### src/rtl/pwm_trip_zone_pkg.sv
// Shared types and default sizes for the PWM trip-zone protection stage.
package pwm_trip_zone_pkg;

    localparam int NFLT_DEF         = 4;
    localparam int FLTCNT_WIDTH_DEF = 16;

    typedef enum logic {
        TRIP_OFF = 1'b0,
        TRIP_ON  = 1'b1
    } trip_onoff_e;

    typedef enum logic [1:0] {
        IDLE     = 2'd0,
        ARMED    = 2'd1,
        TRIPPED  = 2'd2,
        CLEARING = 2'd3
    } trip_state_e;

endpackage

### src/rtl/pwm_fault_filter.sv
// One external fault channel: 2-flop synchroniser, polarity match and
// saturating debounce counter compared against the live filter length.
module pwm_fault_filter #(
    parameter int CW = 16
) (
    input  logic          clk,
    input  logic          reset,
    input  logic          fault_in,
    input  logic          fault_pol,
    input  logic [CW-1:0] filt_len,
    output logic          qualified
);

    logic [1:0]    sync_q;
    logic [CW-1:0] cnt_q, cnt_d;
    logic          active;

    assign active = ~(sync_q[1] ^ fault_pol);

    always_comb begin
        cnt_d = '0;
        if (active)
            cnt_d = (cnt_q == {CW{1'b1}}) ? cnt_q : cnt_q + 1'b1;
    end

    // The counter holds the number of earlier active cycles, so filt_len = 0
    // qualifies on the very first synchronised-active cycle.
    assign qualified = active && (cnt_q >= filt_len);

    always_ff @(posedge clk) begin
        if (reset) begin
            sync_q <= '0;
            cnt_q  <= '0;
        end else begin
            sync_q <= {sync_q[0], fault_in};
            cnt_q  <= cnt_d;
        end
    end

endmodule

### src/rtl/pwm_trip_zone.sv
// Trip-zone protection between the carrier PWM and the gate pins: debounced
// faults and shoot-through latch a trip that forces programmed safe levels.
module pwm_trip_zone
    import pwm_trip_zone_pkg::*;
#(
    parameter int NCH          = 8,
    parameter int NFLT         = NFLT_DEF,
    parameter int FLTCNT_WIDTH = FLTCNT_WIDTH_DEF
) (
    input  logic                    clk,
    input  logic                    reset,
    input  logic                    trip_onoff,
    input  logic [NFLT-1:0]         fault_in,
    input  logic [NFLT-1:0]         fault_pol,
    input  logic [NFLT-1:0]         fault_mask,
    input  logic [FLTCNT_WIDTH-1:0] filt_len,
    input  logic                    st_onoff,
    input  logic [NCH-1:0]          safe_A_x,
    input  logic [NCH-1:0]          safe_B_x,
    input  logic                    clear_req,
    input  logic [NCH-1:0]          pwm_A_in_x,
    input  logic [NCH-1:0]          pwm_B_in_x,
    output logic [NCH-1:0]          pwmout_A_x,
    output logic [NCH-1:0]          pwmout_B_x,
    output logic                    tripped,
    output logic [NFLT:0]           trip_cause,
    output logic                    trip_int
);

    logic [NFLT-1:0] qual;

    for (genvar g = 0; g < NFLT; g++) begin : g_flt
        pwm_fault_filter #(.CW(FLTCNT_WIDTH)) u_flt (
            .clk       (clk),
            .reset     (reset),
            .fault_in  (fault_in[g]),
            .fault_pol (fault_pol[g]),
            .filt_len  (filt_len),
            .qualified (qual[g])
        );
    end

    logic          st_hit, flt_hit, at_safe, force_safe;
    logic [NFLT:0] cause_now;

    assign st_hit    = st_onoff && |(pwm_A_in_x & pwm_B_in_x);
    assign flt_hit   = |(qual & ~fault_mask);
    assign cause_now = {st_hit, qual & ~fault_mask};
    assign at_safe   = (pwm_A_in_x == safe_A_x) && (pwm_B_in_x == safe_B_x);

    trip_state_e     state_q, state_d;
    logic [NFLT:0]   cause_q, cause_d;
    logic [NCH-1:0]  out_a_q, out_a_d, out_b_q, out_b_d;
    logic            int_q, int_d;

    always_comb begin
        state_d = state_q;
        cause_d = cause_q;
        if (trip_onoff == TRIP_OFF) begin
            state_d = IDLE;
            cause_d = '0;
        end else begin
            case (state_q)
                IDLE:  state_d = ARMED;
                ARMED: begin
                    if (|cause_now) begin
                        state_d = TRIPPED;
                        cause_d = cause_q | cause_now;
                    end
                end
                TRIPPED: begin
                    cause_d = cause_q | cause_now;
                    if (clear_req && !flt_hit)
                        state_d = CLEARING;
                end
                CLEARING: begin
                    // Resume only once the modulator sits at the safe levels,
                    // so the first pass-through cycle cannot emit a runt pulse.
                    if (flt_hit) begin
                        state_d = TRIPPED;
                        cause_d = cause_q | cause_now;
                    end else if (at_safe) begin
                        state_d = ARMED;
                        cause_d = '0;
                    end
                end
                default: state_d = IDLE;
            endcase
        end

        int_d      = (state_d == TRIPPED) && (state_q != TRIPPED);
        force_safe = (state_d == TRIPPED) || (state_d == CLEARING);
        out_a_d    = force_safe ? safe_A_x : pwm_A_in_x;
        out_b_d    = force_safe ? safe_B_x : pwm_B_in_x;
    end

    always_ff @(posedge clk) begin
        if (reset) begin
            state_q <= IDLE;
            cause_q <= '0;
            out_a_q <= '0;
            out_b_q <= '0;
            int_q   <= 1'b0;
        end else begin
            state_q <= state_d;
            cause_q <= cause_d;
            out_a_q <= out_a_d;
            out_b_q <= out_b_d;
            int_q   <= int_d;
        end
    end

    assign pwmout_A_x = out_a_q;
    assign pwmout_B_x = out_b_q;
    assign tripped    = (state_q == TRIPPED) || (state_q == CLEARING);
    assign trip_cause = cause_q;
    assign trip_int   = int_q;

endmodule

### config.mk
export PLATFORM = sky130hd
export DESIGN_NAME = pwm_trip_zone
export DESIGN_NICKNAME = d
export VERILOG_FILES = /design/src/rtl/pwm_trip_zone_pkg.sv /design/src/rtl/pwm_fault_filter.sv /design/src/rtl/pwm_trip_zone.sv
export SDC_FILE = /design/constraint.sdc
export NUM_CORES = 1
export LEC_CHECK = 0
export ABC_AREA = 1
export BUFFER_PORTS_ARGS = -buffer_cell sky130_fd_sc_hd__buf_2
export CAP_MARGIN = 10
export CORE_MARGIN = 1
export CORE_UTILIZATION = 42
export CTS_CLUSTER_DIAMETER = 80
export DETAILED_ROUTE_END_ITERATION = 8
export GPL_TIMING_DRIVEN = 1
export PLACE_DENSITY = 0.64
export SYNTH_ARGS = -nofsm -noshare
export SYNTH_HDL_FRONTEND = slang
export SYNTH_HIERARCHICAL = 1
export SYNTH_SLANG_ARGS = --single-unit
### constraint.sdc
create_clock -name clk -period 2.55 [get_ports clk]
set_clock_uncertainty 0.05 [all_clocks]
set_input_delay 0.1275 -clock clk [delete_from_list [all_inputs] [get_ports clk]]
set_output_delay 0.1275 -clock clk [all_outputs]
set_load 0.005 [all_outputs]
==> reports/qor.csv, run 1 <==
metric,value,unit
Nets,1327,
core area,15900,um2
final WL,17800,um
Remaining DRCs,0,
"Largest delay share family, worst path",simple AND/OR/NAND/NOR gates,
HP Class,primary input to register,
most frequent cell after synthesis,nand2_1,
GRT Overall Usage,21.5,%
Storage cell area,1960,um2
yosys warns,6,
worst endpoint required time,2.80,ns
IO Port Bufs,87,
antenna violations before repair,0,
via-per-instance ratio,4.77,
footprint of the multi-input gates,4280,um2
Rows,46,
n_diodes,0,
H-tree lvl count,3,
"Max stage delay cell, worst path",dfxtp_2,
worst path cell trace,inv_2 > ha_4 > nand2_2 > nor2_2 > nor2_1 > nand2_1 > nand2_1 > nand2_1 > nand2_1 > a21oi_2 > nand2_1 > nand2_1 > nor2_2 > nand2_2 > nor2_4 > nand3_4 > buf_8 > nand4_1 > nand2_1 > nor2_1,
HPWL after DPL,13600,um
post-layout minimum cycle time,2.38,ns
Worst VDD drop,331,uV
fin area,8380,um2
largest area contributor in the netlist,dfxtp_1,
vias in the first global route,5985,
critical path startpoint category,register,
"CTS clk-pin slew, worst paths",0.08,ns
Pleak,4.28,nW
die area,17000,um2
Die Ht,130,um
Post-DP Area,7660,um2
Mapped Area,6910,um2
Post-synth top flop,dfxtp_1,
Final Hold Fails,0,
layout filler cell count,1616,
RSZ-0062 raised after global routing,yes,
Post-synth EDFFs,0,
Synth cell types,29,
"FFs w/ async S/R, synth",0,%
Cell Pwr Density,412,nW/um2
routability congestion estimate,0.853,
Layout Utilization,52.5,%
fraction of final layout cells sized beyond drive strength 1,20.4,%
Synth Register Bits,96,
"Seq/Total Area, Yosys",27.8,%
crit path max fanout,6,
Starting Density,43.3,%
drt first pass iters,5,
Synth top area share,27.8,%
Worst setup EP type,register,
CP most frequent cell,nand2_1,
CTS root buf,clkbuf_16,
number of buffers created by CTS,9,
CTS tree,yes,
Setup Crit Path Kind,register to register,
Gate Count Post-Synth,1076,
clk_lat worst skew,0.36,ns
first-pass GRT wire length,28400,um
"Buf+Inv Stages, Crit Path",2,
Commonest cells post-synth,"nand2_1, inv_1, nor2_1, dfxtp_1, ha_1",
Slew Limit Headroom,68.4,%
# setup viols final,0,
top post-synthesis cells by area,"dfxtp_1, nand2_1, ha_1",
Clock Path Buffers,2,
"Avg Cell Area, Syn",6.42,um2
DIE WIDTH,130,um
remaining antenna violation count after routing,0,
outcome,completed,
total gr overflow,0,
Area Growth Syn to Fin,21.3,%
number of I/O pins,88,
fin. max-slew vios,0,
largest net degree at the start of global routing,21,
syn nets,1209,
iteration-0 DRC count of the detailed router,308,
arrival time of the worst setup path,2.63,ns
Avg WL per Cell,12.6,um
post-route clock period utilization,93.4,%
clock sink total,96,
Max-Cap Viols,0,
Vias,6744,
max frequency,420,MHz
Least-Margin Pin Slew,0.474,ns
CP max stage delay,0.35,ns
[layout make-up]
type	count	share of cell area (%)
Clock buffer	9	2.69
Sequential cell	96	23.4
Timing Repair Buffer	118	8.44
Tap cell	216	3.23
Clock inverter	7	1.02
Inverter	225	10.1
Multi-Input combinational cell	744	51.1
[worst register-to-register path, cell delays in order (launching register included)]
cell	delay, ns
dfxtp_2	0.35
inv_2	0.05
ha_4	0.23
nand2_2	0.07
nor2_2	0.03
nor2_1	0.10
nand2_1	0.07
nand2_1	0.05
nand2_1	0.06
nand2_1	0.07
a21oi_2	0.06
nand2_1	0.10
nand2_1	0.07
nor2_2	0.15
nand2_2	0.10
nor2_4	0.14
nand3_4	0.16
buf_8	0.19
nand4_1	0.08
nand2_1	0.06
nor2_1	0.10
[per-stage QoR]
stage	setup TNS [ns]	power, mW	hold WS [ns]	setup slack (ns)	cells
6_report	0	3.45	0.0418	0.168	1415
5_1_grt	-0.0791	3.62	0.0643	-0.0488	1415
4_1_cts	0	3.45	0.0301	0.100	1407
3_5_place_dp	0	1.99	0.287	0.144	1387
3_3_place_gp	0	1.98	0.282	0.184	1387
2_1_floorplan	0	1.82	0.149	0.342	1076
[registers in the layout, summed over array words and instances, names as in the netlist]
signal              count
g_flt.u_flt/cnt_q      64
pwmout_A_x              8
state_q                 2
trip_cause              5
trip_int                1
pwmout_B_x              8
g_flt.u_flt/sync_q      8
[timing repair]
item	in CTS	in global routing
hold endpoints to repair	4	0
buffers inserted	0	6
hold buffers	4	0
setup endpoints to repair	0	23
resized for setup	0	67
[routing by layer]
metal | share of wire, % | up-vias | track usage [%]
met5 | 0 | - | 0
met4 | 0.92 | 0 | 5.95
met3 | 5.0 | 13 | 3.90
met2 | 46 | 134 | 34.7
met1 | 48 | 2971 | 29.1
li1 | - | 3626 | -
[power by group]
part | switching, mW | internal [mW] | leakage (nW)
sequential | 0.0164 | 1.53 | 0.794
clock | 0.669 | 0.783 | 0.153
combinational | 0.274 | 0.176 | 3.33
total | 0.959 | 2.49 | 4.28
[logic make-up after synthesis]
| kind of cell | share of synthesized area, % |
|---|---|
| AND/OR/NAND/NOR | 37.3 |
| buffers and inverters | 13.6 |
| flip-flops | 27.8 |
| AO/OA/AOI/OAI | 7.25 |
| adder cells (fa/ha/maj) | 12.3 |
| XOR/XNOR | 1.65 |
[cells in the final DEF, fill, tap and decap left out, types with 3 or more instances in the layout]
master,count
nand3_4,3
nor2_2,20
clkinv_1,10
inv_1,210
nor2_1,95
dlygate4sd3_1,4
dfxtp_1,69
nor3_2,4
o21ai_0,23
buf_4,24
a21oi_1,45
inv_2,5
clkbuf_16,10
ha_4,14
ha_1,54
inv_6,3
buf_2,87
nor3_1,20
a21oi_2,4
nand3_2,8
xnor2_1,8
nor3_4,4
dfxtp_2,25
or2_2,4
nand4_1,37
o21a_1,4
nand2_2,19
xor2_1,5
nand3b_1,5
a31oi_1,16
nand3_1,53
nand2_1,295
[final timing paths]
check / from / slack (ns) / endpoint / cells past startpoint
setup reg to reg: g_flt[3].u_flt/cnt_q[0] / 0.17 / pwmout_B_x[4] / 20
hold / removal: pwm_A_in_x[7] / 0.04 / pwmout_A_x[7] / 5
hold reg to reg: g_flt[0].u_flt/sync_q[0] / 0.35 / g_flt[0].u_flt/sync_q[1] / 2
setup / recovery: g_flt[3].u_flt/cnt_q[0] / 0.17 / pwmout_B_x[4] / 20
Power figures use the tool's default switching activity.
==> run 2: changes to the inputs <==
--- a/config.mk
+++ b/config.mk
@@ -6,14 +6,15 @@
 export NUM_CORES = 1
 export LEC_CHECK = 0
 export ABC_AREA = 1
-export BUFFER_PORTS_ARGS = -buffer_cell sky130_fd_sc_hd__buf_2
 export CAP_MARGIN = 10
 export CORE_MARGIN = 1
 export CORE_UTILIZATION = 42
 export CTS_CLUSTER_DIAMETER = 80
 export DETAILED_ROUTE_END_ITERATION = 8
+export DONT_BUFFER_PORTS = 1
 export GPL_TIMING_DRIVEN = 1
-export PLACE_DENSITY = 0.64
+export PLACE_DENSITY = 0.59
+export REMOVE_ABC_BUFFERS = 1
 export SYNTH_ARGS = -nofsm -noshare
 export SYNTH_HDL_FRONTEND = slang
 export SYNTH_HIERARCHICAL = 1
==> run 2 against run 1 <==
  * Sequential power is essentially flat
  * Register-to-register slack improved by 0.05 ns
  * Clock power is essentially flat
  * Cell area fell by 0.48%
  * Die area is the same
  * Flip-flop and latch count unchanged
  * Maximum frequency increased by 2.1%
  * Utilization fell by 0.25 points
  * First-iteration DRC count increased by 13%
  * Largest cell class unchanged
  * Highest routed layer unchanged
==> reports/qor.csv, run 2 (synthesis gave the netlist of run 1 again) <==
metric,value,unit,change
n_diodes,0,,unchanged
worst endpoint required time,2.81,ns,was 2.80 ns
post-layout minimum cycle time,2.33,ns,was 2.38 ns
combinational power share,11.4,%,was 13.0%
"Largest delay share family, worst path",simple AND/OR/NAND/NOR gates,,unchanged
"CTS clk-pin slew, worst paths",0.08,ns,about the same
final WL,17800,um,about the same
HPWL after DPL,13200,um,was 13600 um
Slew Limit Headroom,52.2,%,was 68.4%
Clock Path Buffers,2,,unchanged
CP most frequent cell,nand2_1,,unchanged
reg2reg path depth,19,,was 20
critical path startpoint category,register,,unchanged
internal power,2.48,mW,was 2.49 mW
number of buffers created by CTS,9,,unchanged
"Max stage delay cell, worst path",dfxtp_4,,was dfxtp_2
# setup viols final,0,,unchanged
DIE WIDTH,130,um,unchanged
Worst Hold Depth,4,,was 5
crit path max fanout,8,,was 6
PnR Total Power,3.41,mW,was 3.45 mW
CTS root buf,clkbuf_16,,unchanged
Rows,46,,unchanged
Nets,1277,,was 1327
"commonest non-fill, non-tap cells in the layout","nand2_1, inv_1, nor2_1",,unchanged
die area,17000,um2,unchanged
largest net degree at the start of global routing,19,,was 21
Layout Utilization,52.3,%,was 52.5%
worst slack at placement,0.155,ns,was 0.144 ns
CTS tree,yes,,unchanged
number of I/O pins,88,,unchanged
remaining antenna violation count after routing,0,,unchanged
CP max stage delay,0.34,ns,was 0.35 ns
Reg with most FFs,g_flt.u_flt/cnt_q,,unchanged
routability congestion estimate,0.815,,was 0.853
Die Ht,130,um,unchanged
HP Class,primary input to register,,unchanged
switch share,27.2,%,was 27.8%
Sequential Power Share,45.5,%,was 44.9%
clk_lat worst skew,0.36,ns,about the same
Max-Cap Viols,0,,unchanged
total gr overflow,0,,unchanged
first-pass GRT wire length,28200,um,was 28400 um
via-per-instance ratio,4.80,,was 4.77
Pleak,4.06,nW,was 4.28 nW
Cell Pwr Density,409,nW/um2,was 412 nW/um2
Vias,6548,,was 6744
fraction of final layout cells sized beyond drive strength 1,14.0,%,was 20.4%
IO Port Bufs,0,,was 87
worst setup margin,0.216,ns,was 0.168 ns
outcome,completed,,unchanged
Starting Density,43.3,%,unchanged
vias in the first global route,5891,,was 5985
NetSw,928,uW,was 959 uW
arrival time of the worst setup path,2.59,ns,was 2.63 ns
Least-Margin Pin Slew,0.715,ns,was 0.474 ns
post-route clock period utilization,91.5,%,was 93.4%
max frequency,429,MHz,was 420 MHz
antenna violations before repair,0,,unchanged
Largest register FFs,64,,unchanged
drt first pass iters,7,,was 5
Setup Crit Path Kind,register to register,,unchanged
"Buf+Inv Stages, Crit Path",1,,was 2
"commonest non-fill, non-tap cell in the layout",nand2_1,,unchanged
"setup slack, reg-to-reg",0.22,ns,was 0.17 ns
Worst setup EP type,register,,unchanged
core area,15900,um2,unchanged
worst path cell trace,ha_1 > nand2_2 > nor2_1 > nor2_1 > nand2_1 > nand2_1 > nand2_2 > nand2_1 > a21oi_1 > nand2_1 > nand2_2 > nor2_4 > nand2_2 > nor2_2 > nand3_4 > buf_6 > nand4_1 > nand2_1 > nor2_2,,was inv_2 > ha_4 > nand2_2 > nor2_2 > nor2_1 > nand2_1 > nand2_1 > nand2_1 > nand2_1 > a21oi_2 > nand2_1 > nand2_1 > nor2_2 > nand2_2 > nor2_4 > nand3_4 > buf_8 > nand4_1 > nand2_1 > nor2_1
worst r2r src,g_flt[0].u_flt/cnt_q[2],,was g_flt[3].u_flt/cnt_q[0]
critical hold path startpoint,trip_onoff,,was pwm_A_in_x[7]
Area Growth Syn to Fin,20.7,%,was 21.3%
fin. max-slew vios,0,,unchanged
FF-to-FF End,pwmout_A_x[2],,was pwmout_B_x[4]
iteration-0 DRC count of the detailed router,347,,was 308
Worst VDD drop,335,uV,was 331 uV
H-tree lvl count,3,,unchanged
Remaining DRCs,0,,unchanged
clock share of power,43.1,%,was 42.1%
Avg WL per Cell,13.1,um,was 12.6 um
Final Hold Fails,0,,unchanged
GRT Overall Usage,21.4,%,was 21.5%
clock sink total,96,,unchanged
Hold Path Sink,pwmout_A_x[3],,was pwmout_A_x[7]
-- run 2: cell count changes in the layout (fill, tap and decap cells not counted), moves of 2 or more --
cell | previous run | this run
buf_2 | 87 | 0
a21oi_1 | 45 | 43
buf_6 | 1 | 4
dfxtp_1 | 69 | 73
nand2_1 | 295 | 291
dlygate4sd3_1 | 4 | 40
dfxtp_2 | 25 | 19
nand2_2 | 19 | 22
dfxtp_4 | 2 | 4
-- run 2: worst register-to-register path: stages (launching register included) --
cell     delay, ns
dfxtp_4       0.34
ha_1          0.28
nand2_2       0.07
nor2_1        0.04
nor2_1        0.08
nand2_1       0.06
nand2_1       0.07
nand2_2       0.06
nand2_1       0.06
a21oi_1       0.05
nand2_1       0.11
nand2_2       0.07
nor2_4        0.11
nand2_2       0.06
nor2_2        0.17
nand3_4       0.16
buf_6         0.18
nand4_1       0.08
nand2_1       0.07
nor2_2        0.10
-- run 2: metrics by stage --
step | cells | hold slack [ns] | setup TNS [ns] | instance area, um2
floorplan | 1064 | 0.149 | 0 | 6810
global placement | 1304 | 0.150 | 0 | 7260
global route | 1365 | 0.00471 | -0.00242 | 8340
finish | 1365 | 0.00922 | 0 | 8340
detailed placement | 1304 | 0.153 | 0 | 7260
CTS | 1360 | 0.00212 | 0 | 7970
-- run 2: power by group through the flow --
stage               Combinational, mW  Sequential, mW  Clock, mW
finish                          0.388            1.55       1.47
global route                    0.444            1.55       1.57
CTS                             0.357            1.55       1.50
detailed placement              0.298            1.59          0
global placement                0.294            1.59          0
floorplan                       0.231            1.58          0
-- run 2: layout make-up --
cell class / count / area, um2
Fill cell: 1566 / 7610
Tap cell: 216 / 270
Inverter: 225 / 845
Multi-Input combinational cell: 744 / 4320
Clock inverter: 7 / 86.3
Timing Repair Buffer: 68 / 626
Sequential cell: 96 / 1960
Clock buffer: 9 / 225
-- run 2: how the worst max path moves through the flow --
| stage | start | endpoint | slack [ns] | depth (start not counted) |
|---|---|---|---|---|
| global placement | g_flt[2].u_flt/cnt_q[0] | pwmout_A_x[6] | 0.20 | 20 |
| detailed placement | g_flt[2].u_flt/cnt_q[0] | pwmout_B_x[3] | 0.15 | 20 |
| CTS | g_flt[2].u_flt/cnt_q[0] | pwmout_A_x[4] | 0.14 | 20 |
| floorplan | g_flt[1].u_flt/cnt_q[3] | pwmout_A_x[1] | 0.33 | 19 |
| finish | g_flt[0].u_flt/cnt_q[2] | pwmout_A_x[2] | 0.22 | 19 |
| global route | g_flt[2].u_flt/cnt_q[3] | trip_int | -0.002 | 20 |
-- run 2: metal layers --
layer / track usage, % / wire, um
met2: 35.4 / 8160
met3: 4.76 / 1010
met1: 27.6 / 8350
met5: 0 / 0
met4: 6.57 / 293
-- run 2: repair_timing --
| action | in CTS | in global routing |
|---|---|---|
| hold buffers | 40 | 0 |
| setup buffers | 0 | 3 |
| endpoints found under the hold margin | 64 | 0 |
| resized for setup | 0 | 76 |
| setup endpoints to repair | 0 | 24 |
==> run 3: changes to the inputs <==
--- a/config.mk
+++ b/config.mk
@@ -14,7 +14,6 @@
 export DONT_BUFFER_PORTS = 1
 export GPL_TIMING_DRIVEN = 1
 export PLACE_DENSITY = 0.59
-export REMOVE_ABC_BUFFERS = 1
 export SYNTH_ARGS = -nofsm -noshare
 export SYNTH_HDL_FRONTEND = slang
 export SYNTH_HIERARCHICAL = 1
==> run 3 against run 2 <==
  * Register-to-register slack worse by 0.04 ns
  * Wire length up 1.4%
  * Worst hold slack better by 0.0028 ns
  * Sequential power about the same
  * First-iteration DRC count down 6.9%
==> reports/qor.csv, run 3 (synthesis gave the netlist of run 1 again) <==
metric,value,unit,change
outcome,completed,,unchanged
iteration-0 DRC count of the detailed router,323,,was 347
"CTS clk-pin slew, worst paths",0.08,ns,about the same
vias in the first global route,5972,,was 5891
Die Ht,130,um,unchanged
Reg with most FFs,g_flt.u_flt/cnt_q,,unchanged
Slew Limit Headroom,49.0,%,was 52.2%
number of buffers created by CTS,9,,unchanged
met1 usage,26.9,%,was 27.6%
crit path max fanout,8,,unchanged
worst endpoint required time,2.79,ns,was 2.81 ns
die area,17000,um2,unchanged
IO Port Bufs,0,,unchanged
CTS tree,yes,,unchanged
via-per-instance ratio,4.86,,was 4.80
core area,15900,um2,unchanged
"commonest non-fill, non-tap cell in the layout",nand2_1,,unchanged
antenna violations before repair,0,,unchanged
fraction of final layout cells sized beyond drive strength 1,11.3,%,was 14.0%
Max-Cap Viols,0,,unchanged
Remaining DRCs,0,,unchanged
DIE WIDTH,130,um,unchanged
routability congestion estimate,0.818,,was 0.815
HPWL after DPL,13300,um,was 13200 um
number of I/O pins,88,,unchanged
critical path startpoint category,register,,unchanged
post-layout minimum cycle time,2.37,ns,was 2.33 ns
Setup Crit Path Kind,register to register,,unchanged
arrival time of the worst setup path,2.62,ns,was 2.59 ns
Largest register FFs,64,,unchanged
Avg WL per Cell,13.2,um,was 13.1 um
Final Hold Fails,0,,unchanged
gr busiest metal,met2,,unchanged
placed insts,1307,,was 1304
total gr overflow,0,,unchanged
n_diodes,0,,unchanged
drt first pass iters,4,,was 7
worst slack at placement,0.140,ns,was 0.155 ns
Nets,1281,,was 1277
Area Growth Syn to Fin,18.8,%,was 20.7%
"commonest non-fill, non-tap cells in the layout","nand2_1, inv_1, nor2_1",,unchanged
post-route clock period utilization,93.0,%,was 91.5%
Worst setup EP type,register,,unchanged
Worst Hold Depth,3,,was 4
first-pass GRT wire length,28100,um,was 28200 um
clock sink total,96,,unchanged
Hold WS,0.0120,ns,was 0.00922 ns
Vias,6657,,was 6548
# setup viols final,0,,unchanged
Cell Pwr Density,401,nW/um2,was 409 nW/um2
Clock Path Buffers,2,,unchanged
CTS root buf,clkbuf_16,,unchanged
worst setup margin,0.178,ns,was 0.216 ns
Worst VDD drop,290,uV,was 335 uV
Post-Route Setup TNS,0,ns,unchanged
final WL,18100,um,was 17800 um
GRT Overall Usage,21.3,%,was 21.4%
GR Util met3,6.07,%,was 4.76%
largest net degree at the start of global routing,20,,was 19
H-tree lvl count,3,,unchanged
RSZ-0062 raised after global routing,yes,,
fin. max-slew vios,0,,unchanged
max frequency,422,MHz,was 429 MHz
fin area,8200,um2,was 8340 um2
Starting Density,43.3,%,unchanged
clk_lat worst skew,0.36,ns,about the same
met2 GRT Util,35.8,%,was 35.4%
Rows,46,,unchanged
Least-Margin Pin Slew,0.762,ns,was 0.715 ns
remaining antenna violation count after routing,0,,unchanged
Post-DP Area,7280,um2,was 7260 um2
reg2reg path depth,15,,was 19
Pleak,4.10,nW,was 4.06 nW
fin cells,1369,,was 1365
HP Class,primary input to register,,unchanged
## run 3: cell types whose count changed in the layout (fill, tap and decap cells not counted), sizes merged
cell | before | now
inv | 219 | 217
bufinv | 1 | 0
buf | 28 | 31
dlygate4sd3 | 40 | 39
clkinv | 11 | 13
clkbuf | 9 | 12
## run 3: layout make-up
cell class | instances | area (um2)
Timing Repair Buffer | 72 | 696
Multi-Input combinational cell | 744 | 4160
Clock inverter | 6 | 52.6
Fill cell | 1647 | 7740
Sequential cell | 96 | 1940
Tap cell | 216 | 270
Inverter | 225 | 845
Clock buffer | 10 | 239
## run 3: worst paths after layout
check,endpoint,slack [ns],start
max,pwmout_B_x[5],0.18,g_flt[2].u_flt/cnt_q[15]
min,trip_cause[4],0.01,st_onoff
max reg2reg,pwmout_B_x[5],0.18,g_flt[2].u_flt/cnt_q[15]
min reg2reg,g_flt[0].u_flt/sync_q[1],0.36,g_flt[0].u_flt/sync_q[0]
## run 3: per-layer routing
metal | share of wire [%] | vias to the layer above | wire length, um
met1 | 46 | 2950 | 8230
met2 | 47 | 167 | 8430
met4 | 1.5 | 0 | 272
li1 | - | 3521 | -
met3 | 6.2 | 19 | 1130
met5 | 0 | - | 0
## run 3: worst max-delay path, cell delays in order (launching register included)
cell and delay, ns:
dfxtp_1 0.32, ha_1 0.29, a21oi_1 0.18, o21ai_0 0.11, a21oi_1 0.18, a21oi_2 0.09
nand2_1 0.09, nand2_1 0.07, nor2_2 0.12, nand2_2 0.08, nor2_4 0.14, nand3_4 0.16
buf_6 0.19, nand4_1 0.09, nand2_1 0.06, nor2_1 0.11
## run 3: through the flow
stage                     utilization, %  power (mW)
after CTS                           50.0        3.29
after floorplan                        -        1.82
after detailed placement            45.7        1.88
after global placement              45.7        1.88
final                               51.4        3.29
after global routing                51.4        3.43
## run 3: repair_timing
| action | CTS | global route |
|---|---|---|
| hold endpoints to repair | 68 | 0 |
| gates resized for setup | 0 | 36 |
| hold buffers | 39 | 0 |
| setup endpoints to repair | 0 | 23 |
| buffers inserted | 0 | 4 |
## run 3: power by group
| group | internal, mW | switching, mW | leakage (nW) |
|---|---|---|---|
| combinational | 0.164 | 0.219 | 3.17 |
| clock | 0.705 | 0.647 | 0.142 |
| sequential | 1.53 | 0.0210 | 0.785 |
